**src/rtl/sdram_pkg.sv**
```systemverilog
// Shared SDRAM command encodings, A10 index and refresh FSM state type.
// Used by the init, refresh, write and read blocks of the SDRAM controller.
package sdram_pkg;

  // {CS_n, RAS_n, CAS_n, WE_n}
  localparam logic [3:0] CMD_NOP  = 4'b0111;
  localparam logic [3:0] CMD_PRE  = 4'b0010;
  localparam logic [3:0] CMD_AREF = 4'b0001;
  localparam logic [3:0] CMD_ACT  = 4'b0011;
  localparam logic [3:0] CMD_RD   = 4'b0101;
  localparam logic [3:0] CMD_WR   = 4'b0100;
  localparam logic [3:0] CMD_MRS  = 4'b0000;

  localparam int unsigned A10_IDX = 10;

  typedef enum logic [2:0] {
    StIdle,
    StPre,
    StTrp,
    StAref,
    StTrfc,
    StDone
  } aref_state_t;

endpackage

```
**src/rtl/sdram_ref_timer.sv**
```systemverilog
// Refresh interval ticker plus saturating postponed-refresh debt counter.
// Produces the current debt and the urgent flag for the refresh FSM.
module sdram_ref_timer
  import sdram_pkg::*;
#(
  parameter int unsigned REF_INTERVAL = 1499,
  parameter int unsigned MAX_DEBT     = 8,
  parameter int unsigned URGENT_TH    = 6,
  parameter int unsigned DebtW        = $clog2(MAX_DEBT + 1)
) (
  input  logic             clk_i,
  input  logic             rst_ni,
  input  logic             init_done_i,
  input  logic             aref_i,
  output logic [DebtW-1:0] debt_o,
  output logic             urgent_o
);

  localparam int unsigned TickW = (REF_INTERVAL > 0) ? $clog2(REF_INTERVAL + 1) : 1;

  logic [TickW-1:0] ticker_q, ticker_d;
  logic [DebtW-1:0] debt_q, debt_d;
  logic             tick;

  assign tick = init_done_i && (ticker_q == TickW'(REF_INTERVAL));

  always_comb begin
    ticker_d = '0;
    if (init_done_i && !tick) begin
      ticker_d = ticker_q + 1'b1;
    end

    // A tick and an AREF in the same cycle cancel out.
    debt_d = debt_q;
    if (tick && !aref_i) begin
      if (debt_q != DebtW'(MAX_DEBT)) begin
        debt_d = debt_q + 1'b1;
      end
    end else if (!tick && aref_i) begin
      if (debt_q != '0) begin
        debt_d = debt_q - 1'b1;
      end
    end
  end

  always_ff @(posedge clk_i or negedge rst_ni) begin
    if (!rst_ni) begin
      ticker_q <= '0;
      debt_q   <= '0;
    end else begin
      ticker_q <= ticker_d;
      debt_q   <= debt_d;
    end
  end

  assign debt_o   = debt_q;
  assign urgent_o = (debt_q >= DebtW'(URGENT_TH));

endmodule

```
**src/rtl/sdram_aref_ctrl.sv**
```systemverilog
// SDRAM auto-refresh engine: PRE-all then a burst of AREFs per arbiter grant.
// Optional statistics outputs are enabled by defining SDRAM_AREF_STATS_EN.
module sdram_aref_ctrl
  import sdram_pkg::*;
#(
  parameter int unsigned REF_INTERVAL = 1499,
  parameter int unsigned TRP_CYC      = 2,
  parameter int unsigned TRFC_CYC     = 7,
  parameter int unsigned MAX_DEBT     = 8,
  parameter int unsigned URGENT_TH    = 6,
  parameter int unsigned MAX_BURST    = 4,
  parameter int unsigned ADDR_W       = 13
) (
  input  logic              sclk,
  input  logic              s_rst_n,
  input  logic              flag_init_end,
  input  logic              ref_en,
  output logic              ref_req,
  output logic              ref_urgent,
  output logic              flag_ref_end,
  output logic [3:0]        aref_cmd,
  output logic [ADDR_W-1:0] sdram_addr,
  output logic              ref_busy
`ifdef SDRAM_AREF_STATS_EN
  ,
  output logic [15:0]                    ref_total,
  output logic [$clog2(MAX_DEBT+1)-1:0]  debt_peak
`endif
);

  localparam int unsigned DebtW  = $clog2(MAX_DEBT + 1);
  localparam int unsigned BurstW = $clog2(MAX_BURST + 1);
  localparam int unsigned WaitMx = (TRP_CYC > TRFC_CYC) ? TRP_CYC : TRFC_CYC;
  localparam int unsigned WaitW  = $clog2(WaitMx + 1);
  localparam logic [ADDR_W-1:0] RefAddr = ADDR_W'(1) << A10_IDX;

  aref_state_t       state_q, state_d;
  logic [WaitW-1:0]  wait_q, wait_d;
  logic [BurstW-1:0] burst_q, burst_d;
  logic [3:0]        cmd_q, cmd_d;
  logic              req_q, req_d;
  logic              urgent_q, urgent_d;
  logic              end_q, end_d;
  logic              busy_q, busy_d;
  logic [DebtW-1:0]  debt;
  logic              urgent;
  logic              accept;

  sdram_ref_timer #(
    .REF_INTERVAL (REF_INTERVAL),
    .MAX_DEBT     (MAX_DEBT),
    .URGENT_TH    (URGENT_TH),
    .DebtW        (DebtW)
  ) u_timer (
    .clk_i       (sclk),
    .rst_ni      (s_rst_n),
    .init_done_i (flag_init_end),
    .aref_i      (state_q == StAref),
    .debt_o      (debt),
    .urgent_o    (urgent)
  );

  assign accept = ref_en && (state_q == StIdle) && (debt != '0);

  always_comb begin
    state_d = state_q;
    wait_d  = wait_q;
    burst_d = burst_q;
    unique case (state_q)
      StIdle: begin
        if (accept) begin
          state_d = StPre;
          burst_d = (debt > DebtW'(MAX_BURST)) ? BurstW'(MAX_BURST) : BurstW'(debt);
        end
      end
      StPre: begin
        state_d = StTrp;
        wait_d  = WaitW'(TRP_CYC - 1);
      end
      StTrp: begin
        if (wait_q == '0) state_d = StAref;
        else              wait_d  = wait_q - 1'b1;
      end
      StAref: begin
        state_d = StTrfc;
        wait_d  = WaitW'(TRFC_CYC - 1);
        burst_d = burst_q - 1'b1;
      end
      StTrfc: begin
        if (wait_q == '0) state_d = (burst_q != '0) ? StAref : StDone;
        else              wait_d  = wait_q - 1'b1;
      end
      StDone:  state_d = StIdle;
      default: state_d = StIdle;
    endcase

    // Outputs are registered from the next state so they line up with state_q.
    cmd_d = CMD_NOP;
    if (state_d == StPre)  cmd_d = CMD_PRE;
    if (state_d == StAref) cmd_d = CMD_AREF;
    req_d    = (debt != '0) && (state_d == StIdle);
    urgent_d = urgent;
    end_d    = (state_d == StDone);
    busy_d   = (state_d != StIdle);
  end

  always_ff @(posedge sclk or negedge s_rst_n) begin
    if (!s_rst_n) begin
      state_q  <= StIdle;
      wait_q   <= '0;
      burst_q  <= '0;
      cmd_q    <= CMD_NOP;
      req_q    <= 1'b0;
      urgent_q <= 1'b0;
      end_q    <= 1'b0;
      busy_q   <= 1'b0;
    end else begin
      state_q  <= state_d;
      wait_q   <= wait_d;
      burst_q  <= burst_d;
      cmd_q    <= cmd_d;
      req_q    <= req_d;
      urgent_q <= urgent_d;
      end_q    <= end_d;
      busy_q   <= busy_d;
    end
  end

  assign ref_req      = req_q;
  assign ref_urgent   = urgent_q;
  assign flag_ref_end = end_q;
  assign aref_cmd     = cmd_q;
  assign ref_busy     = busy_q;
  assign sdram_addr   = RefAddr;

`ifdef SDRAM_AREF_STATS_EN
  logic [15:0]      total_q, total_d;
  logic [DebtW-1:0] peak_q, peak_d;

  always_comb begin
    total_d = total_q;
    peak_d  = peak_q;
    if ((state_q == StAref) && (total_q != 16'hFFFF)) total_d = total_q + 1'b1;
    if (debt > peak_q) peak_d = debt;
  end

  always_ff @(posedge sclk or negedge s_rst_n) begin
    if (!s_rst_n) begin
      total_q <= '0;
      peak_q  <= '0;
    end else begin
      total_q <= total_d;
      peak_q  <= peak_d;
    end
  end

  assign ref_total = total_q;
  assign debt_peak = peak_q;
`endif

endmodule

```
**config.mk**
```make
export PLATFORM = sky130hd
export DESIGN_NAME = sdram_aref_ctrl
export DESIGN_NICKNAME = d
export VERILOG_FILES = /design/src/rtl/sdram_pkg.sv /design/src/rtl/sdram_ref_timer.sv /design/src/rtl/sdram_aref_ctrl.sv
export SDC_FILE = /design/constraint.sdc
export NUM_CORES = 1
export LEC_CHECK = 0
export CAP_MARGIN = 10
export CORE_ASPECT_RATIO = 0.7
export CORE_MARGIN = 2
export CORE_UTILIZATION = 59
export DETAILED_ROUTE_END_ITERATION = 16
export GPL_ROUTABILITY_DRIVEN = 0
export PLACE_DENSITY = 0.89
export SLEW_MARGIN = 20
export SYNTH_ARGS = -nofsm -noshare
export SYNTH_HDL_FRONTEND = slang
export SYNTH_HIERARCHICAL = 1
export SYNTH_SLANG_ARGS = --single-unit
```
**constraint.sdc**
```tcl
create_clock -name sclk -period 3.87 [get_ports sclk]
set_input_delay 1.161 -clock sclk [delete_from_list [all_inputs] [get_ports sclk]]
set_output_delay 1.161 -clock sclk [all_outputs]
set_load 0.01 [all_outputs]
```
# ---- After elaboration in Yosys (flattened, before gate mapping)
# Cells that the tools add are included.
dict set report totals {
  word_cells 69
  regBits 32
  input_bits 4
  out_inout_bits 21
}
dict set report op_classes {
  n_eq_ne 12
  n_reduce_logical 23
  mux 17
  n_addsub 5
  order_cmp 2
}
# operator count
set op_table {}
lappend op_table {{2-to-1 mux 3 bit} 8}
lappend op_table {{2-to-1 mux 4 bit} 5}
lappend op_table {{case mux 3 bit (5 select lines)} 1}
lappend op_table {{adder 11 x 1 -> 11 bit, second input constant} 1}
lappend op_table {{equality test 11 bit, second input constant} 1}
lappend op_table {{2-to-1 mux 11 bit} 1}
lappend op_table {{equality test 3 x 2 -> 1 bit, second input constant} 3}
lappend op_table {{logical NOT 3 bit} 3}
lappend op_table {{case mux 3 bit (3 select lines)} 1}
lappend op_table {{nonzero test 3 bit} 3}
lappend op_table {{logical AND 1 bit} 7}
lappend op_table {{equality test 3 x 1 -> 1 bit, second input constant} 2}
lappend op_table {{equality test 3 bit, second input constant} 2}
lappend op_table {{!= test 2 bit, second input constant} 3}
lappend op_table {{case mux 3 bit (2 select lines)} 1}
lappend op_table {{nonzero test 2 bit} 3}
lappend op_table {{subtractor 3 x 1 -> 3 bit, second input constant} 2}
lappend op_table {{adder 4 x 1 -> 4 bit, second input constant} 1}
lappend op_table {{greater-or-equal comparator 4 x 3 -> 1 bit, second input constant} 1}
lappend op_table {{> comparator 4 x 3 -> 1 bit, second input constant} 1}
lappend op_table {{!= test 4 bit, second input constant} 1}
lappend op_table {{AND reduction 2 bit} 2}
lappend op_table {{nonzero test 4 bit} 1}
lappend op_table {{subtractor 4 x 1 -> 4 bit, second input constant} 1}
lappend op_table {{3 further kinds} 4}

# ---- Logic depth before layout (Yosys ltp)
dict set report logic_depth {
  depth_word 8
  mapped_depth 10
  mapped_depth_nobuf 9
}

# ---- Cells and area by module
# The synthesis kept the hierarchy.
# module instances area_each_um2 cells_per_inst
set by_module_without_submodules {}
lappend by_module_without_submodules {sdram_aref_ctrl 1 1062.3 110}
lappend by_module_without_submodules {sdram_ref_timer 1 919.6 91}

# ---- Least setup slack after synthesis
# No wires, ideal clock.
dict set report synth_path {
  path_type {input -> register}
  start {input flag_init_end}
  end {register u_timer.debt_q[3] (netlist: u_timer/debt_o[3])}
  arrival_time_ps 2795
  required_time_ps 3776
  path_slack_ps 981
  n_path_buf 1
  stages 9
  path_cell_list {nor2b_1 > and4_4 > buf_6 > nand2b_1 > ha_1 > nand3_1 > and3_1 > mux2_4 > a221oi_2}
}
dict set report synth_between {
  elab_chain_cells 5
  elab_cells_between_ends 9
}
# item line
set synth_rtl {}
lappend synth_rtl {{start, declared} sdram_aref_ctrl.sv:16} ;# input logic flag_init_end,
lappend synth_rtl {{logical AND 1 bit *} sdram_ref_timer.sv:25} ;# assign tick = init_done_i && (ticker_q == TickW'(REF_INTERVAL));
lappend synth_rtl {{logical NOT 1 bit} sdram_ref_timer.sv:39} ;# end else if (!tick && aref_i) begin
lappend synth_rtl {{logical AND 1 bit} sdram_ref_timer.sv:39}
lappend synth_rtl {{nonzero test 2 bit (no line)} -}
lappend synth_rtl {{AND reduction 3 bit (no line)} -}
lappend synth_rtl {{end signal, assigned} sdram_ref_timer.sv:52} ;# debt_q <= debt_d;
lappend synth_rtl {{end, declared} sdram_ref_timer.sv:22} ;# logic [DebtW-1:0] debt_q, debt_d;
# Every way passes the cells marked *; elsewhere a longest branch is shown, timed or not.
# A chain may end at the register's enable or synchronous reset.

# ---- Worst setup path after layout
# Same ends and word-level chain as after synthesis.

==> qor.txt <==
MaxCap Viol Count = 0
Largest cells by area after synthesis = dfrtp_1 35%, buf_4 6.1%, ha_1 4.4%
Area fraction in compound gates after synthesis = 15.91%
Critical Path Start Type = primary input
CP Data Required Time = 4.06 ns
# clock sinks = 31
Initial antenna violation count = 0
Register bit total from synthesis = 31
Post-Synthesis Cell Area = 0.001982 mm^2
Post-DR vias/cell = 5.776
Status = finished clean
Post-Synth Simple-Gate Area = 20.52%
Final worst path period share = 82.91%
Mapped Cells = 201
Pwr dens = 287.8 mW/mm^2
Final #Nets = 223
Seq/Total Area, Yosys = 39.33%
Height of the die = 52.49 um
Power share of the combinational group = 4.1%
Most frequent cell after synthesis = dfrtp_1
Tightest Hold Check Type = flop to flop
Area leader, netlist = dfrtp_1
Syn Area/Cell = 9.860 um^2
Post-layout min period = 3.209 ns
Largest family of logic cells by synthesized area = simple AND/OR/NAND/NOR gates
CTS resizes = 0
Slew Limit Fails = 0
GRT overflow = 0
Post-route cell area = 0.002125 mm^2
Number of diodes = 0
Max VDD drop = 0.2188 mV
Mean routed wirelength per cell = 13.92 um
GRT Total Usage = 21.05%
Yosys warnings = 6
Synth-to-Final Area Change = 7.197%
Register-to-Register Path Depth = 10
Hold_buf cts = 0
Antenna-violating nets left = 0
Hold Violations, Final = 0
HPWL Detailed = 2512 um
Top post-synthesis cells by count = 28 x dfrtp_1, 17 x nor2_1, 16 x buf_4
Static Leak = 0.9533 nW
Sw frac = 21.89%
Clk slew on worst S/H paths = 0.07 ns
Final setup viols = 0
Clock buffer depth = 2
Clock power frac = 42.0%
Die area = 0.003846 mm^2
DR vias = 1444
Placed insts = 242
Hold_ws = 0.5120 ns
Share of layout cells above drive strength 1 = 10.85%
Synth Area in XOR/XNOR = 5.745%
Prevailing post-synth register cell = dfrtp_1
Pin count of the biggest net entering global routing = 32
Global-route wire length before repair = 6099 um
1st-iter DRT viols = 139
Htree depth = 2
Post-synth ARST share = 100.0%
I/O Buffers = 10
Post-CTS Setup Inserts = 0
Hold path start = u_timer/ticker_q[0]
Total Wirelength = 3481 um
RSZ-0062 raised after global routing = false
CTS tree = built
Post-synthesis adder-cell area fraction = 5.429%
Chip Width = 73.28 um
Clock skew = 0.01146 ns
Internal power = 0.4775 mW
Sequential Power Share = 53.9%
Pwr Total = 0.6114 mW
TritonRoute pass-1 iters = 4
Fmax = 311.6 MHz
Initial Utilization = 62.53%
I/O pin count = 25
Top cell type's share of synthesized area = 35.35%
Vias in the first global route = 1318
DP Area = 0.002033 mm^2
Reg2reg end = u_timer/debt_o[3]
Clock Latency Late Sink = 0.27 ns
Hold endpoint = u_timer/ticker_q[0]
Switching Power = 0.1339 mW
Root Buffer = clkbuf_8
Mux share of post-synthesis cell area = 3.283%
Synth cell types = 55
Area of the core = 0.003169 mm^2
Fin cells = 250
Worst Path Arrival = 3.39 ns
FF-to-FF Start = state_q[2]
Num CTS Buffers = 5
Reg2Reg Setup Slack = 1.10 ns
Critical Path Sink Type = flop
# rows = 17
Setup TNS Final = 0 ns
Post-synth EDFFs = 0
Max FO, Critical Path = 6
Critical path class = primary input to flop
WHS Path Cells = 1
# DRC = 0
[worst max-delay path by stage]
| stage | slack [ns] | cells past startpoint | start | endpoint |
|---|---|---|---|---|
| floorplan | 0.98 | 9 | flag_init_end | u_timer/debt_o[3] |
| global placement | 0.47 | 9 | flag_init_end | u_timer/debt_o[3] |
| detailed placement | 0.40 | 9 | flag_init_end | u_timer/debt_o[3] |
| CTS | 0.69 | 9 | flag_init_end | u_timer/debt_o[3] |
| global route | 0.52 | 9 | flag_init_end | u_timer/debt_o[3] |
| finish | 0.66 | 9 | flag_init_end | u_timer/debt_o[3] |
[worst max-delay path, stage by stage]
cell and delay (ns):
clkdlybuf4s50_1 0.48, nor2b_1 0.17, and4_4 0.31, nand2b_1 0.13, ha_1 0.34, a21oi_1 0.21
a211oi_1 0.11, mux2_4 0.27, a221oi_2 0.21
[sequential cells by signal, summed over array words and instances (netlist names)]
name              cells
u_timer/ticker_q     11
ref_urgent            1
ref_req               1
flag_ref_end          1
wait_q                3
u_timer/debt_o        4
ref_busy              1
burst_q               3
state_q               3
aref_cmd              3
[through the flow]
step                      utilization (%)  setup slack, ns
after CTS                           67.04           0.6852
final                               67.04           0.6612
after floorplan                         -           0.9806
after global routing                67.04           0.5185
after global placement              64.15           0.4656
after detailed placement            64.15           0.3964
[layout by cell type, fill, tap and decap left out, drive strengths merged, types with 5 or more instances in the layout]
master / netlist / layout
dfrtp: 28 / 28
nor2: 17 / 17
conb: 2 / 14
clkdlybuf4s50: 0 / 10
a21oi: 10 / 10
nand3: 9 / 9
inv: 8 / 8
nor3: 8 / 8
nand2: 7 / 7
nor2b: 7 / 7
xor2: 7 / 7
ha: 7 / 7
clkbuf: 1 / 7
o21ai: 7 / 7
xnor2: 6 / 6
mux2i: 5 / 5
nand4: 5 / 5
[per-layer routing]
metal  routed length [um]  track usage (%)  share of wire [%]  vias up
met1                 1778            30.39                 51      682
met2                 1511            32.28                 43       46
met3                  176            5.192                5.1        2
met4                   14            4.012               0.40        0
met5                    0                0                  0        -
li1                     -                -                  -      714
[layout make-up]
| class | count | area, um^2 |
|---|---|---|
| Tap cell | 38 | 47.55 |
| Clock buffer | 7 | 86.33 |
| Timing Repair Buffer | 12 | 115.1 |
| Clock inverter | 1 | 5.005 |
| Inverter | 8 | 30.03 |
| Fill cell | 238 | 1045 |
| Multi-Input combinational cell | 153 | 1061 |
| Sequential cell | 31 | 779.5 |
[cell families after synthesis]
| family | Yosys count |
|---|---|
| and+or+nand+nor | 71 |
| muxes | 6 |
| xor gates and xnor gates | 13 |
| DFF | 31 |
| buffers and inverters | 29 |
| adders and majority gates | 8 |
| AOI/OAI and AO/OA | 41 |
| other | 2 |
[power groups by stage]
| stage | Combinational (mW) | Clock [mW] | Sequential, mW |
|---|---|---|---|
| finish | 0.0252 | 0.257 | 0.330 |
| detailed placement | 0.0254 | 0 | 0.335 |
| global route | 0.0291 | 0.278 | 0.330 |
| floorplan | 0.0234 | 0 | 0.335 |
| CTS | 0.0256 | 0.261 | 0.330 |
| global placement | 0.0251 | 0 | 0.335 |
No activity file was read; power rests on OpenSTA's default activity.
==> RTL edit 1: new RTL, same settings <==
Build with the macro `SDRAM_AREF_STATS_EN` defined.
--- a/src/rtl/sdram_aref_ctrl.sv
+++ b/src/rtl/sdram_aref_ctrl.sv
@@ -1,5 +1,7 @@
 // SDRAM auto-refresh engine: PRE-all then a burst of AREFs per arbiter grant.
 // Optional statistics outputs are enabled by defining SDRAM_AREF_STATS_EN.
+`define SDRAM_AREF_STATS_EN
+
 module sdram_aref_ctrl
   import sdram_pkg::*;
 #(
Function (old outputs only; new: debt_peak and ref_total): kept (equiv_simple and equiv_induct, registers matched by name and starting in step).
==> RTL edit 1 against the unedited design <==
Sequential cell count increased by 20. Area after synthesis increased by 51%. Setup slack got worse by 0.11 ns. First-iteration DRC count increased by 38%. Routed wire length increased by 72%. Total power increased by 140%. Critical path depth unchanged. Design area increased by 59%.
==> RTL edit 1: results (changes against the unedited design) <==
status completed (unchanged); Worst EP arrival 3.54 ns (was 3.39 ns); post-DP HPWL 4.431 mm (was 2.512 mm); share of layout cells above drive strength 1 0.09907 (was 0.1085); global-route wire length before repair 10.32 mm (was 6.099 mm); Post-Route WL 5.978 mm (was 3.481 mm); NetSw 0.4829 mW (was 0.1339 mW); Place WS 0.2480 ns (was 0.3964 ns); GRT Resource Usage Total 0.2346 (was 0.2105); post-CTS setup buffer count 0 (unchanged); crit-path max FO 6 (unchanged); Worst Hold Class reg -> reg (unchanged); largest net degree at the start of global routing 33 (was 32); Nets 339 (was 223); Clock Latency Late Sink 0.30 ns (was 0.27 ns); Initial DRC Count 192 (was 139); number of global-route vias before repair 2166 (was 1318); VDD IR max 0.2883 mV (was 0.2188 mV); Pleak 1.517 nW (was 0.9533 nW); commonest cells in the netlist 48 x dfrtp_1, 24 x nor2_1, 18 x nand2_1, 16 x a21oi_1, 15 x buf_4 (was 28 x dfrtp_1, 17 x nor2_1, 16 x buf_4, 9 x a21oi_1, 9 x nand3_1); Initial DRT Pass Iterations 5 (was 4); register area share after synthesis 0.4291 (was 0.3933); max reg flops 16 (was 11); Yosys warnings 6 (unchanged); unique cell type count in the Yosys netlist 56 (was 55); CTS Root Buffer Type clkbuf_8 (unchanged); ys async rst share 1.000 (unchanged); Slew headroom 0.5470; Slowest Stage Delay on Critical Path 0.52 ns (was 0.48 ns); initial antenna violation count 0 (unchanged); IO Port Bufs 30 (was 10); Area contributors post-synth dfrtp_1 40%, ha_1 5.0%, buf_4 3.8%, xor2_1 3.5%, mux2_2 3.0% (was dfrtp_1 35%, buf_4 6.1%, ha_1 4.4%, dfstp_2 4.0%, nor2_1 3.2%); DR vias/cell 5.796 (was 5.776); Worst path top cell family by delay simple AND/OR/NAND/NOR gates (unchanged); clock buffer count from CTS 5 (unchanged); Final Skew 0.009015 ns (was 0.01146 ns); CP max stage cell clkdlybuf4s50_1 (unchanged); PostCTS Resize Cnt 0 (unchanged)
-- RTL edit 1: changes by cell type in the layout (fill, tap and decap cells not counted), moves of 5 or more --
cell and delta:
nand2_1 +11, o21ai_0 +5, ha_1 +5, nor2_1 +7, clkdlybuf4s50_1 +19, a21oi_1 +7, mux2_2 +8, nand2b_1 +5
nand4_1 +5, xor2_1 +5, dfrtp_1 +20
-- RTL edit 1: logic make-up after synthesis --
family	synth area share
compound gates	0.1070
xor+xnor	0.06166
fa+ha+maj	0.05705
buf+inv	0.06628
flops	0.4291
mux	0.04866
other cells	0.002518
simple gates	0.2278
-- RTL edit 1: path summary, 6_finish.rpt --
| check | startpoint | endpoint | slack [ns] | depth (start not counted) |
|---|---|---|---|---|
| worst min register to register | u_timer/ticker_q[0] | u_timer/ticker_q[0] | 0.49 | 1 |
| min in group asynchronous | s_rst_n | debt_peak[0] | 0.88 | 1 |
| worst max register to register | state_q[2] | u_timer/debt_o[3] | 1.17 | 8 |
| worst max-delay path | flag_init_end | u_timer/debt_o[3] | 0.55 | 9 |
| max in group asynchronous | s_rst_n | aref_cmd[0] | 2.21 | 2 |
| worst min-delay path | u_timer/ticker_q[0] | u_timer/ticker_q[0] | 0.49 | 1 |
-- RTL edit 1: area by class of cell --
| type | instances | area [um^2] |
|---|---|---|
| clock buffers | 8 | 100.1 |
| fillers | 373 | 1465 |
| inverters | 12 | 50.05 |
| multi-input cells | 221 | 1550 |
| flip-flops and latches | 51 | 1280 |
| well taps | 69 | 86.33 |
| repair buffers | 31 | 302.8 |
-- RTL edit 1: power by group through the flow --
| stage | logic [mW] | registers, mW | clock network, mW |
|---|---|---|---|
| final | 0.434 | 0.679 | 0.330 |
| after global routing | 0.494 | 0.690 | 0.361 |
| after CTS | 0.433 | 0.677 | 0.338 |
| after detailed placement | 0.431 | 0.687 | 0 |
| after global placement | 0.406 | 0.682 | 0 |
| after floorplan | 0.330 | 0.665 | 0 |
-- RTL edit 1: stage by stage --
stage / power [mW] / hold slack, ns / util / instance area, um^2 / std cells
6_report: 1.443 / 0.4938 / 0.6969 / 3369 / 392
5_1_grt: 1.546 / 0.5244 / 0.6969 / 3369 / 392
4_1_cts: 1.448 / 0.4945 / 0.6969 / 3369 / 392
3_5_place_dp: 1.118 / 0.4842 / 0.6762 / 3269 / 384
3_3_place_gp: 1.088 / 0.4758 / 0.6762 / 3269 / 384
2_1_floorplan: 0.9947 / 0.4479 / - / 3028 / 304
-- RTL edit 1: layer usage --
metal	GRT usage	wire length, um	share of wire
met3	0.05242	415	0.069
met5	0	0	0
met2	0.3526	2818	0.47
met1	0.3427	2678	0.45
met4	0.06343	65	0.011
==> RTL edit 2: new RTL, config.mk and constraints unchanged <==
Without the edit above. The output `aref_cmd` loses its register stage (`cmd_q` becomes a continuous assignment).
--- a/src/rtl/sdram_aref_ctrl.sv
+++ b/src/rtl/sdram_aref_ctrl.sv
@@ -109,7 +109,6 @@
       state_q  <= StIdle;
       wait_q   <= '0;
       burst_q  <= '0;
-      cmd_q    <= CMD_NOP;
       req_q    <= 1'b0;
       urgent_q <= 1'b0;
       end_q    <= 1'b0;
@@ -118,13 +117,14 @@
       state_q  <= state_d;
       wait_q   <= wait_d;
       burst_q  <= burst_d;
-      cmd_q    <= cmd_d;
       req_q    <= req_d;
       urgent_q <= urgent_d;
       end_q    <= end_d;
       busy_q   <= busy_d;
     end
   end
+
+  assign cmd_q = cmd_d;
 
   assign ref_req      = req_q;
   assign ref_urgent   = urgent_q;
Formal check against the unedited RTL: same outputs for any inputs over 10 cycles, from zero or initial values and one cycle with s_rst_n low; that may be too few to reach the edited logic, so the function may still have changed.
==> RTL edit 2 against the unedited design <==
Routed wire length grew 4.4%. Register-to-register slack gained 0.03 ns. Critical endpoint is now aref_cmd[2]. Area after synthesis shrank 4.2%. Critical path depth shrank 3. Setup slack lost 0.34 ns. Sequential cell count shrank 3. Highest routed layer unchanged. Count of clock-buffer cells in the layout shrank 4. Design area shrank 4.0%.
Power is not compared: it rests on default switching activity, and its combinational part moved more than twofold at a synthesized area within 25%.
==> RTL edit 2: results (changes against the unedited design) <==
Synth Area in Adders 0.05665 (was 0.05429); Signal buffers 14 (was 12); Initial DRC Count 187 (was 139); compound-cell area share of the yosys netlist 0.1574 (was 0.1591); Area contributors post-synth dfrtp_1 37%, buf_4 5.9%, ha_1 4.6%, nor2_1 4.0%, xnor2_1 2.8% (was dfrtp_1 35%, buf_4 6.1%, ha_1 4.4%, dfstp_2 4.0%, nor2_1 3.2%); GRT Resource Usage Total 0.2178 (was 0.2105); share of layout cells above drive strength 1 0.07177 (was 0.1085); crit-path max FO 3 (was 6); Inverters, non-clock 7 (was 8); fraction of area in non-clock buffers 0.06626 (was 0.05418); r2r setup slk 1.13 ns (was 1.10 ns); fillers 256 (was 238); number of global-route vias before repair 1265 (was 1318); commonest cells in the netlist 28 x dfrtp_1, 20 x nor2_1, 15 x buf_4 (was 28 x dfrtp_1, 17 x nor2_1, 16 x buf_4, 9 x a21oi_1, 9 x nand3_1); fraction of area in clock buffers and inverters 0.03497 (was 0.04299); status completed (unchanged); mux share of post-synthesis cell area 0.03426 (was 0.03283); Final Skew 0.006854 ns (was 0.01146 ns); global-route wire length before repair 6.175 mm (was 6.099 mm); met1 GRT Util 0.3359 (was 0.3039); #MultiIn Comb 156 (was 153); Nets 222 (was 223); seq_cells 28 (was 31); Worst EP arrival 2.39 ns (was 3.39 ns); largest net degree at the start of global routing 29 (was 32); multi-input gate area in the final layout 1059 um^2 (was 1061 um^2)
==> RTL edit 2: changes by cell type in the layout (fill, tap and decap cells not counted), sizes merged, moves of 2 or more <==
cell / delta
nand3: -3
dlymetal6s2s: +2
a21oi: -2
nor2: +3
nor3: -3
buf: +2
and2b: -2
clkdlybuf4s50: -2
dfstp: -3
clkbuf: -4
nand2b: +2
==> RTL edit 2: layer usage <==
metal,routed length [um],vias to the layer above,share of wire
met4,24,0,0.0066
met3,146,4,0.040
li1,-,704,-
met2,1638,40,0.45
met5,0,-,0
met1,1824,688,0.50
==> RTL edit 2: how the worst max path moves through the flow <==
stage,startpoint,to,slack [ns],cells past startpoint
2_1_floorplan,flag_init_end,u_timer/debt_o[3],0.98,9
3_3_place_gp,ref_en,aref_cmd[0],0.06,4
3_5_place_dp,ref_en,aref_cmd[0],0.07,4
4_1_cts,ref_en,aref_cmd[0],0.03,4
5_1_grt,ref_en,aref_cmd[2],0.21,6
6_report,ref_en,aref_cmd[2],0.32,6
==> RTL edit 2: per-stage QoR <==
| step | setup slack, ns | area [um^2] | utilization | hold WS [ns] | instances |
|---|---|---|---|---|---|
| 2_1_floorplan | 0.9840 | 1944 | - | 0.4479 | 213 |
| 3_3_place_gp | 0.05845 | 1963 | 0.6322 | 0.4711 | 243 |
| 3_5_place_dp | 0.06855 | 1963 | 0.6322 | 0.4827 | 243 |
| 4_1_cts | 0.03212 | 2034 | 0.6551 | 0.4967 | 247 |
| 5_1_grt | 0.2077 | 2039 | 0.6567 | 0.5322 | 247 |
| 6_report | 0.3164 | 2039 | 0.6567 | 0.5009 | 247 |
==> RTL edit 2: timing repair <==
item	4_1_cts	5_1_grt
setup endpoints to repair	0	2
resized for setup	0	2
setup buffers	0	0
